$ cat config.mk
export PLATFORM = sky130hd
export DESIGN_NAME = rr_arb_mux
export DESIGN_NICKNAME = d
export VERILOG_FILES = /design/src/rtl/rr_pkg.sv /design/src/rtl/rr_grant.sv /design/src/rtl/rr_arb_mux.sv
export SDC_FILE = /design/constraint.sdc
export NUM_CORES = 1
export LEC_CHECK = 0
export CORE_MARGIN = 2
export CORE_UTILIZATION = 35
export DETAILED_ROUTE_END_ITERATION = 7
export PLACE_DENSITY_LB_ADDON = 0.2
export SYNTH_ARGS = -nofsm -noshare
export SYNTH_HDL_FRONTEND = slang
export SYNTH_HIERARCHICAL = 1
export SYNTH_SLANG_ARGS = --single-unit
$ cat constraint.sdc
create_clock -name clk -period 2.4 [get_ports clk]
set_input_delay 0.48 -clock clk [delete_from_list [all_inputs] [get_ports clk]]
set_output_delay 0.48 -clock clk [all_outputs]
set_load 0.03 [all_outputs]
$ cat src/rtl/rr_pkg.sv
// Shared constants and sizing helper for the round-robin arbiter mux.
// No logic, so no latency; backpressure lives in the modules that import this.
// Mode encodings are used as the RR parameter value.
package rr_pkg;

    localparam int MODE_FIXED = 0;
    localparam int MODE_RR    = 1;

    // Index width for n channels, never narrower than one bit.
    function automatic int clog2_min1(input int n);
        int r;
        r = 0;
        while ((1 << r) < n) r++;
        return (r < 1) ? 1 : r;
    endfunction

endpackage

$ cat src/rtl/rr_grant.sv
// Combinational one-hot grant among N requests, round-robin from ptr or fixed priority.
// Latency: zero cycles, purely combinational.
// Backpressure: none; the caller qualifies the grant with its own load enable.
module rr_grant
    import rr_pkg::*;
#(
    parameter  int N     = 4,
    parameter  int RR    = MODE_RR,
    localparam int SEL_W = clog2_min1(N)
) (
    input  logic [N-1:0]     req,
    input  logic [SEL_W-1:0] ptr,
    output logic [N-1:0]     grant,
    output logic [SEL_W-1:0] gnt_idx
);

    logic [2*N-1:0] dbl_req;

    always_comb begin
        dbl_req = {req, req};
        // Clearing the low copy below ptr leaves ptr..N-1 first, then the wrapped 0..N-1.
        if (RR == MODE_RR) begin
            for (int j = 0; j < N; j++) begin
                if (j < int'(ptr)) dbl_req[j] = 1'b0;
            end
        end

        gnt_idx = '0;
        for (int j = 2*N-1; j >= 0; j--) begin
            if (dbl_req[j]) gnt_idx = SEL_W'(j % N);
        end

        grant = '0;
        if (|req) grant[gnt_idx] = 1'b1;
    end

endmodule

$ cat src/rtl/rr_arb_mux.sv
// N-way registered channel select with round-robin or fixed-priority arbitration.
// Latency: 1 cycle from input accept to out_valid; 1 word/cycle throughput.
// Backpressure: out_ready combinationally gates in_ready so drain and refill share a cycle.
module rr_arb_mux
    import rr_pkg::*;
#(
    parameter  int WIDTH = 32,
    parameter  int N     = 4,
    parameter  int RR    = MODE_RR,
    localparam int SEL_W = clog2_min1(N)
) (
    input  logic               clk,
    input  logic               rst,
    input  logic [N-1:0]       in_valid,
    input  logic [N*WIDTH-1:0] in_data,
    output logic [N-1:0]       in_ready,
    output logic               out_valid,
    output logic [WIDTH-1:0]   out_data,
    output logic [SEL_W-1:0]   out_sel,
    input  logic               out_ready
);

    logic               out_valid_q, out_valid_d;
    logic [WIDTH-1:0]   out_data_q,  out_data_d;
    logic [SEL_W-1:0]   out_sel_q,   out_sel_d;
    logic [SEL_W-1:0]   ptr_q,       ptr_d;

    logic [N-1:0]       grant;
    logic [SEL_W-1:0]   gnt_idx;
    logic               load_en;
    logic               xfer;
    logic [WIDTH-1:0]   sel_dat;

    rr_grant #(
        .N  (N),
        .RR (RR)
    ) u_grant (
        .req     (in_valid),
        .ptr     (ptr_q),
        .grant   (grant),
        .gnt_idx (gnt_idx)
    );

    always_comb begin
        load_en  = !out_valid_q || out_ready;
        in_ready = (load_en && !rst) ? grant : '0;
        xfer     = |in_ready;
        sel_dat  = in_data[int'(gnt_idx)*WIDTH +: WIDTH];
    end

    always_comb begin
        out_valid_d = out_valid_q;
        out_data_d  = out_data_q;
        out_sel_d   = out_sel_q;
        ptr_d       = ptr_q;
        if (xfer) begin
            out_valid_d = 1'b1;
            out_data_d  = sel_dat;
            out_sel_d   = gnt_idx;
            if (RR == MODE_RR) begin
                ptr_d = (int'(gnt_idx) == N-1) ? '0 : gnt_idx + 1'b1;
            end
        end else if (out_ready) begin
            // Drain only: data and index keep their last values.
            out_valid_d = 1'b0;
        end
    end

    always_ff @(posedge clk or posedge rst) begin
        if (rst) begin
            out_valid_q <= 1'b0;
            out_data_q  <= '0;
            out_sel_q   <= '0;
            ptr_q       <= '0;
        end else begin
            out_valid_q <= out_valid_d;
            out_data_q  <= out_data_d;
            out_sel_q   <= out_sel_d;
            ptr_q       <= ptr_d;
        end
    end

    assign out_valid = out_valid_q;
    assign out_data  = out_data_q;
    assign out_sel   = out_sel_q;

endmodule

-- Yosys cells after proc, flatten, opt, wreduce, memory -nomap -nowiden
Cells that the tools add are included.
- flip-flop bits (word level): 37
- latch bits: 0
- RAM bits: 0
- ROM bits: 0
- input bits: 135
- output and inout port bits: 39
- memories kept: 0
- add/subtract/negate cells: 1
- multiply operators: 0
- divide/modulo/power cells: 0
- $lt $le $gt $ge: 5
- equality and inequality tests: 1
- shift operators: 1
- muxes and demuxes: 17
- bitwise logic cells: 0
- reductions and logical operators: 8
- operators by type and width (operator ; number):
    $shiftx 128x8->32 ; 1
    $mux 2 ; 8
    $mux 4 ; 2
    $reduce_or 4->1 ; 2
    $mux 1 ; 6
    $lt 1x2->1 const A ; 2
    $lt 2x3->1 const B ; 1
    $add 2x1->2 const B ; 1
    $demux 1 s2 ; 1
    $eq 2x1->1 const B ; 1
    $ge 2x1->1 const B ; 1
    $logic_and 1x1->1 ; 2
    $logic_not 1->1 ; 2
    $lt 2x2->1 const A ; 1
    $reduce_bool 2->1 ; 1
    $logic_or 1x1->1 ; 1

-- Logic depth before layout (Yosys ltp)
Gate-level depths: netlist of run 1.
- depth after elaboration: 15
- gate-level depth with buffers: 7
- mapped depth without buffers: 6

-- Cells and area by module
Netlist of run 1, hierarchy kept.
- modules (own cells, without submodules) (module ; times used ; cells each ; area an instance (um^2) ; sequential area each (um^2)):
    rr_arb_mux ; 1 ; 128 ; 2257.2 ; 925.9
    rr_grant ; 1 ; 25 ; 162.7 ; 0.0

-- Least setup slack after synthesis of run 1
OpenSTA, ideal clock, no wires.
- path kind: register -> register
- start point: register ptr_q[0]
- end point: register out_data_q[4], in the netlist out_data[4]
- library setup time: 0.125 ns
- arrival time: 1.978 ns
- required time: 2.275 ns
- setup slack: 0.297 ns
- cell stages (with the launch flop): 8
- period minus slack after synthesis: 2.103 ns
- path through: dfrtp_1 -> inv_1 -> o21ai_0 -> a211oi_2 -> clkbuf_1 -> buf_1 -> mux4_2 -> mux2_2
- word-level cells in the longest chain between the ends: 12
- elaborated cells between the ends (all ways): 18
- classes of those cells: 5 x order compare; 1 x shift; 10 x mux; 2 x reduce/logical
- RTL lines (element ; line ; source):
    start: declaration ; rr_arb_mux.sv:26 ; logic [SEL_W-1:0] ptr_q, ptr_d;
    start signal: assignment ; rr_arb_mux.sv:79 ; ptr_q <= ptr_d;
    $lt 2x2->1 ; rr_grant.sv:24 ; if (j < int'(ptr)) dbl_req[j] = 1'b0;
    $mux 1 ; rr_grant.sv:24 ;
    $mux 2 (2 in series) ; rr_grant.sv:30 ; if (dbl_req[j]) gnt_idx = SEL_W'(j % N);
    $mux 2 (*) ; rr_grant.sv:30 ;
    named net gnt_idx[1] ; rr_arb_mux.sv:29 ; logic [SEL_W-1:0] gnt_idx;
    $lt 2x3->1 (not written as such) / $ge 2x1->1 (equally long branches) ; rr_grant.sv:34 ; if (|req) grant[gnt_idx] = 1'b1;
    $logic_and 1x1->1 (not written as such) ; rr_grant.sv:34 ;
    $mux 1 (not written as such) ; rr_grant.sv:34 ;
    $demux 1 s2 ; n/a ;
    $mux 4 ; rr_grant.sv:34 ;
    $mux 4 ; rr_arb_mux.sv:46 ; in_ready = (load_en && !rst) ? grant : '0;
    $reduce_or 4->1 ; rr_arb_mux.sv:47 ; xfer = |in_ready;
    end signal: assignment ; rr_arb_mux.sv:77 ; out_data_q <= out_data_d;
    end: declaration ; rr_arb_mux.sv:24 ; logic [WIDTH-1:0] out_data_q, out_data_d;
The timed path passes the listed nets; every way through them passes the cells marked *.
A chain may end at the register's enable or synchronous reset.

-- Final worst setup path of run 1
- start point: register ptr_q[1]
- end point: register out_data_q[23], in the netlist out_data[23]
The elaborated chain is that of the path after synthesis.

==> flow_metrics.env, run 1 <==
export IMPL_htree_levels=2
export IMPL_skew_ps=4.21
export IMPL_placed_area_sq_mm=0.00429
export IMPL_ys_seq_elements=37
export IMPL_core_sq_mm=0.00676
export IMPL_ctsHoldBuffers=0
export IMPL_layout_drive_gt1_share_pct=28.5
export IMPL_finish_instance_area_sq_mm=0.00443
export IMPL_synth_net_count=289
export IMPL_cp_cell_sequence="inv_2 -> and3_4 -> nor3_4 -> buf_6 -> buf_16 -> mux4_2 -> mux2_2"
export IMPL_synthesis_area_sq_mm=0.00242
export IMPL_grt_overflow=0
export IMPL_yosys_warnings=6
export IMPL_cts_made_buffers=5
export IMPL_fin_tns_setup_ps=0
export IMPL_setup_viol=0
export IMPL_rsz0062_at_grt="no"
export IMPL_grt_pass1_vias=2364
export IMPL_vdd_drop_max_mv=0.497
export IMPL_dp_hpwl_um=5750
export IMPL_port_buffers=173
export IMPL_fillers=541
export IMPL_tightest_slew_ps=359
export IMPL_crit_path_start_kind="flop"
export IMPL_relSlewSlack_pct=76.0
export IMPL_dp_slack_ps=-333
export IMPL_final_hold_violation_count=0
export IMPL_crit_path_top_delay_cell="dfrtp_1"
export IMPL_drv_slew=0
export IMPL_layout_cells_non_filler=417
export IMPL_drcViolationCount=0
export IMPL_synth_cell_types=32
export IMPL_critPathArrivalTime_ps=2440
export IMPL_netlist_area_leader_share_pct=38.3
export IMPL_grt_pass1_wl_um=11200
export IMPL_path_buf_inv=3
export IMPL_synth_area_leaders="dfrtp_1, mux4_2, mux2_2"
export IMPL_antenna_cells=0
export IMPL_fmax_ghz=0.440
export IMPL_antenna_found_initial=0
export IMPL_yosysTopAreaCell="dfrtp_1"
export IMPL_min_period_over_period_pct=94.6
export IMPL_cts_sinks=37
export IMPL_crit_family="multiplexers"
export IMPL_drt_iter0_drc=31
export IMPL_pin_count=174
export IMPL_syn_to_final_growth_pct=82.9
export IMPL_syn_instance_count=153
export IMPL_setup_ws_ps=129
export IMPL_start_util_pct=35.8
export IMPL_critPathKind="reg -> reg"
export IMPL_design_die_area_sq_mm=0.00760
export IMPL_period_needed_ps=2270
export IMPL_end_kind="flop"
export IMPL_fin_nets=472
export IMPL_wl_per_cell_um=17.0
export IMPL_vias_per_cell=5.20
export IMPL_cts_root_buf="clkbuf_8"
export IMPL_die_w_um=87.2
export IMPL_grt_max_degree=27
export IMPL_grt_use_total_pct=19.2
export IMPL_cts_tree="done"
export IMPL_power_density_mw_per_mm2=1070
export IMPL_ant_nets=0
export IMPL_first_pass_iters=4
export IMPL_gp_congestion=0.839
export IMPL_max_stage_delay_ps=530
export IMPL_place_inst=407
export IMPL_path_clk_slew_ps=80
export IMPL_wirelength_um=7100
export IMPL_maxCapViolations=0
export IMPL_clockBufferDepth=2
export IMPL_avgSynthCellArea_sq_um=15.8
export IMPL_status="finished, final reports clean"
export IMPL_yosysSeqAreaShare_pct=38.3
export IMPL_p_leak_nw=1.73
export IMPL_cp_max_fo=13
export IMPL_worstHoldPathType="reg -> reg"
export IMPL_worstPathRequired_ps=2570
export IMPL_die_h_um=87.2
export IMPL_vias=2167
export IMPL_clkLatencyLatePin_ps=280
export IMPL_fp_row_count=30
cell type report:
class                           instances  area, sq um  share of cell area (%)
Inverter                                3         11.3                   0.254
Multi-Input combinational cell        102         1400                    31.6
Clock inverter                          1         8.76                   0.198
Tap cell                               80          100                    2.26
Sequential cell                        37          926                    20.9
Clock buffer                            7         96.3                    2.18
Timing Repair Buffer                  187         1880                    42.6
cells in the mapped netlist (all sizes together):
cell,instances
o211a,1
dfrtp,37
clkbuf,1
or2,1
ha,1
mux4,32
o31a,1
inv,3
nand2b,3
nor2,4
nor4,1
buf,10
o221a,1
and3,1
a211oi,2
nand3,1
and2,4
nor3,3
nor2b,1
o21bai,1
o21ai,2
a21oi,6
mux2,36
placed cells by master, fill, tap and decap left out, types with 3 or more instances in the layout:
cell and n:
clkbuf_8 7, dlygate4sd2_1 3, mux4_1 4, buf_12 3, dfrtp_1 37, buf_4 13, a21oi_1 6, and2_1 4
clkdlybuf4s50_1 166, nand2b_1 3, mux4_2 28, mux2_2 33, nor2_1 4
metal layers:
layer | routed length, um | GRT usage, % | vias to the layer above
met5 | 0 | 0 | -
met4 | 88 | 5.45 | 0
met3 | 661 | 5.97 | 8
met2 | 3790 | 35.3 | 108
met1 | 2550 | 21.3 | 1067
li1 | - | - | 984
logic make-up after synthesis:
logic type / share of synthesized area, %
buffers and inverters: 4.45
flip-flops: 38.3
adder cells (fa/ha/maj): 0.517
AO/OA/AOI/OAI: 4.03
AND/OR/NAND/NOR: 5.43
multiplexers: 47.3
stage by stage:
stage / hold WS [ps] / power (mW) / utilization [%]
2_1_floorplan: 540 / 3.08 / -
3_3_place_gp: 471 / 4.18 / 63.4
3_5_place_dp: 486 / 4.23 / 63.4
4_1_cts: 504 / 4.82 / 65.5
5_1_grt: 522 / 5.04 / 65.5
6_report: 510 / 4.74 / 65.5
sequential cells by signal, summed over array words and instances (netlist names):
name	flops
out_valid	1
ptr_q	2
out_sel	2
out_data	32
power breakdown:
group	total, mW	internal, mW	switching, mW
Combinational	3.11	1.68	1.43
Clock	0.491	0.265	0.226
Sequential	1.14	0.949	0.195
Total	4.74	2.90	1.85
path summary, 6_finish.rpt:
path,start,to,slack (ps),depth (start not counted)
max,ptr_q[1],out_data[23],130,7
max in group asynchronous,rst,out_valid,1440,3
min in group asynchronous,rst,ptr_q[0],680,3
min reg2reg,out_sel[0],out_sel[0],510,1
max reg2reg,ptr_q[1],out_data[23],130,7
min,out_sel[0],out_sel[0],510,1
what timing repair did:
action | in CTS | in global routing
gates cloned | 1 | 0
resized for setup | 5 | 0
setup endpoints to repair | 4 | 2
pin swaps | 1 | 1
buffers inserted | 1 | 0
Power figures use the tool's default switching activity.
==> run 2, diff against run 1 <==
Settings changed: CAP_MARGIN set to 0.
==> results of run 2 <==
Final layout, timing and power as in run 1 (identical DEF).
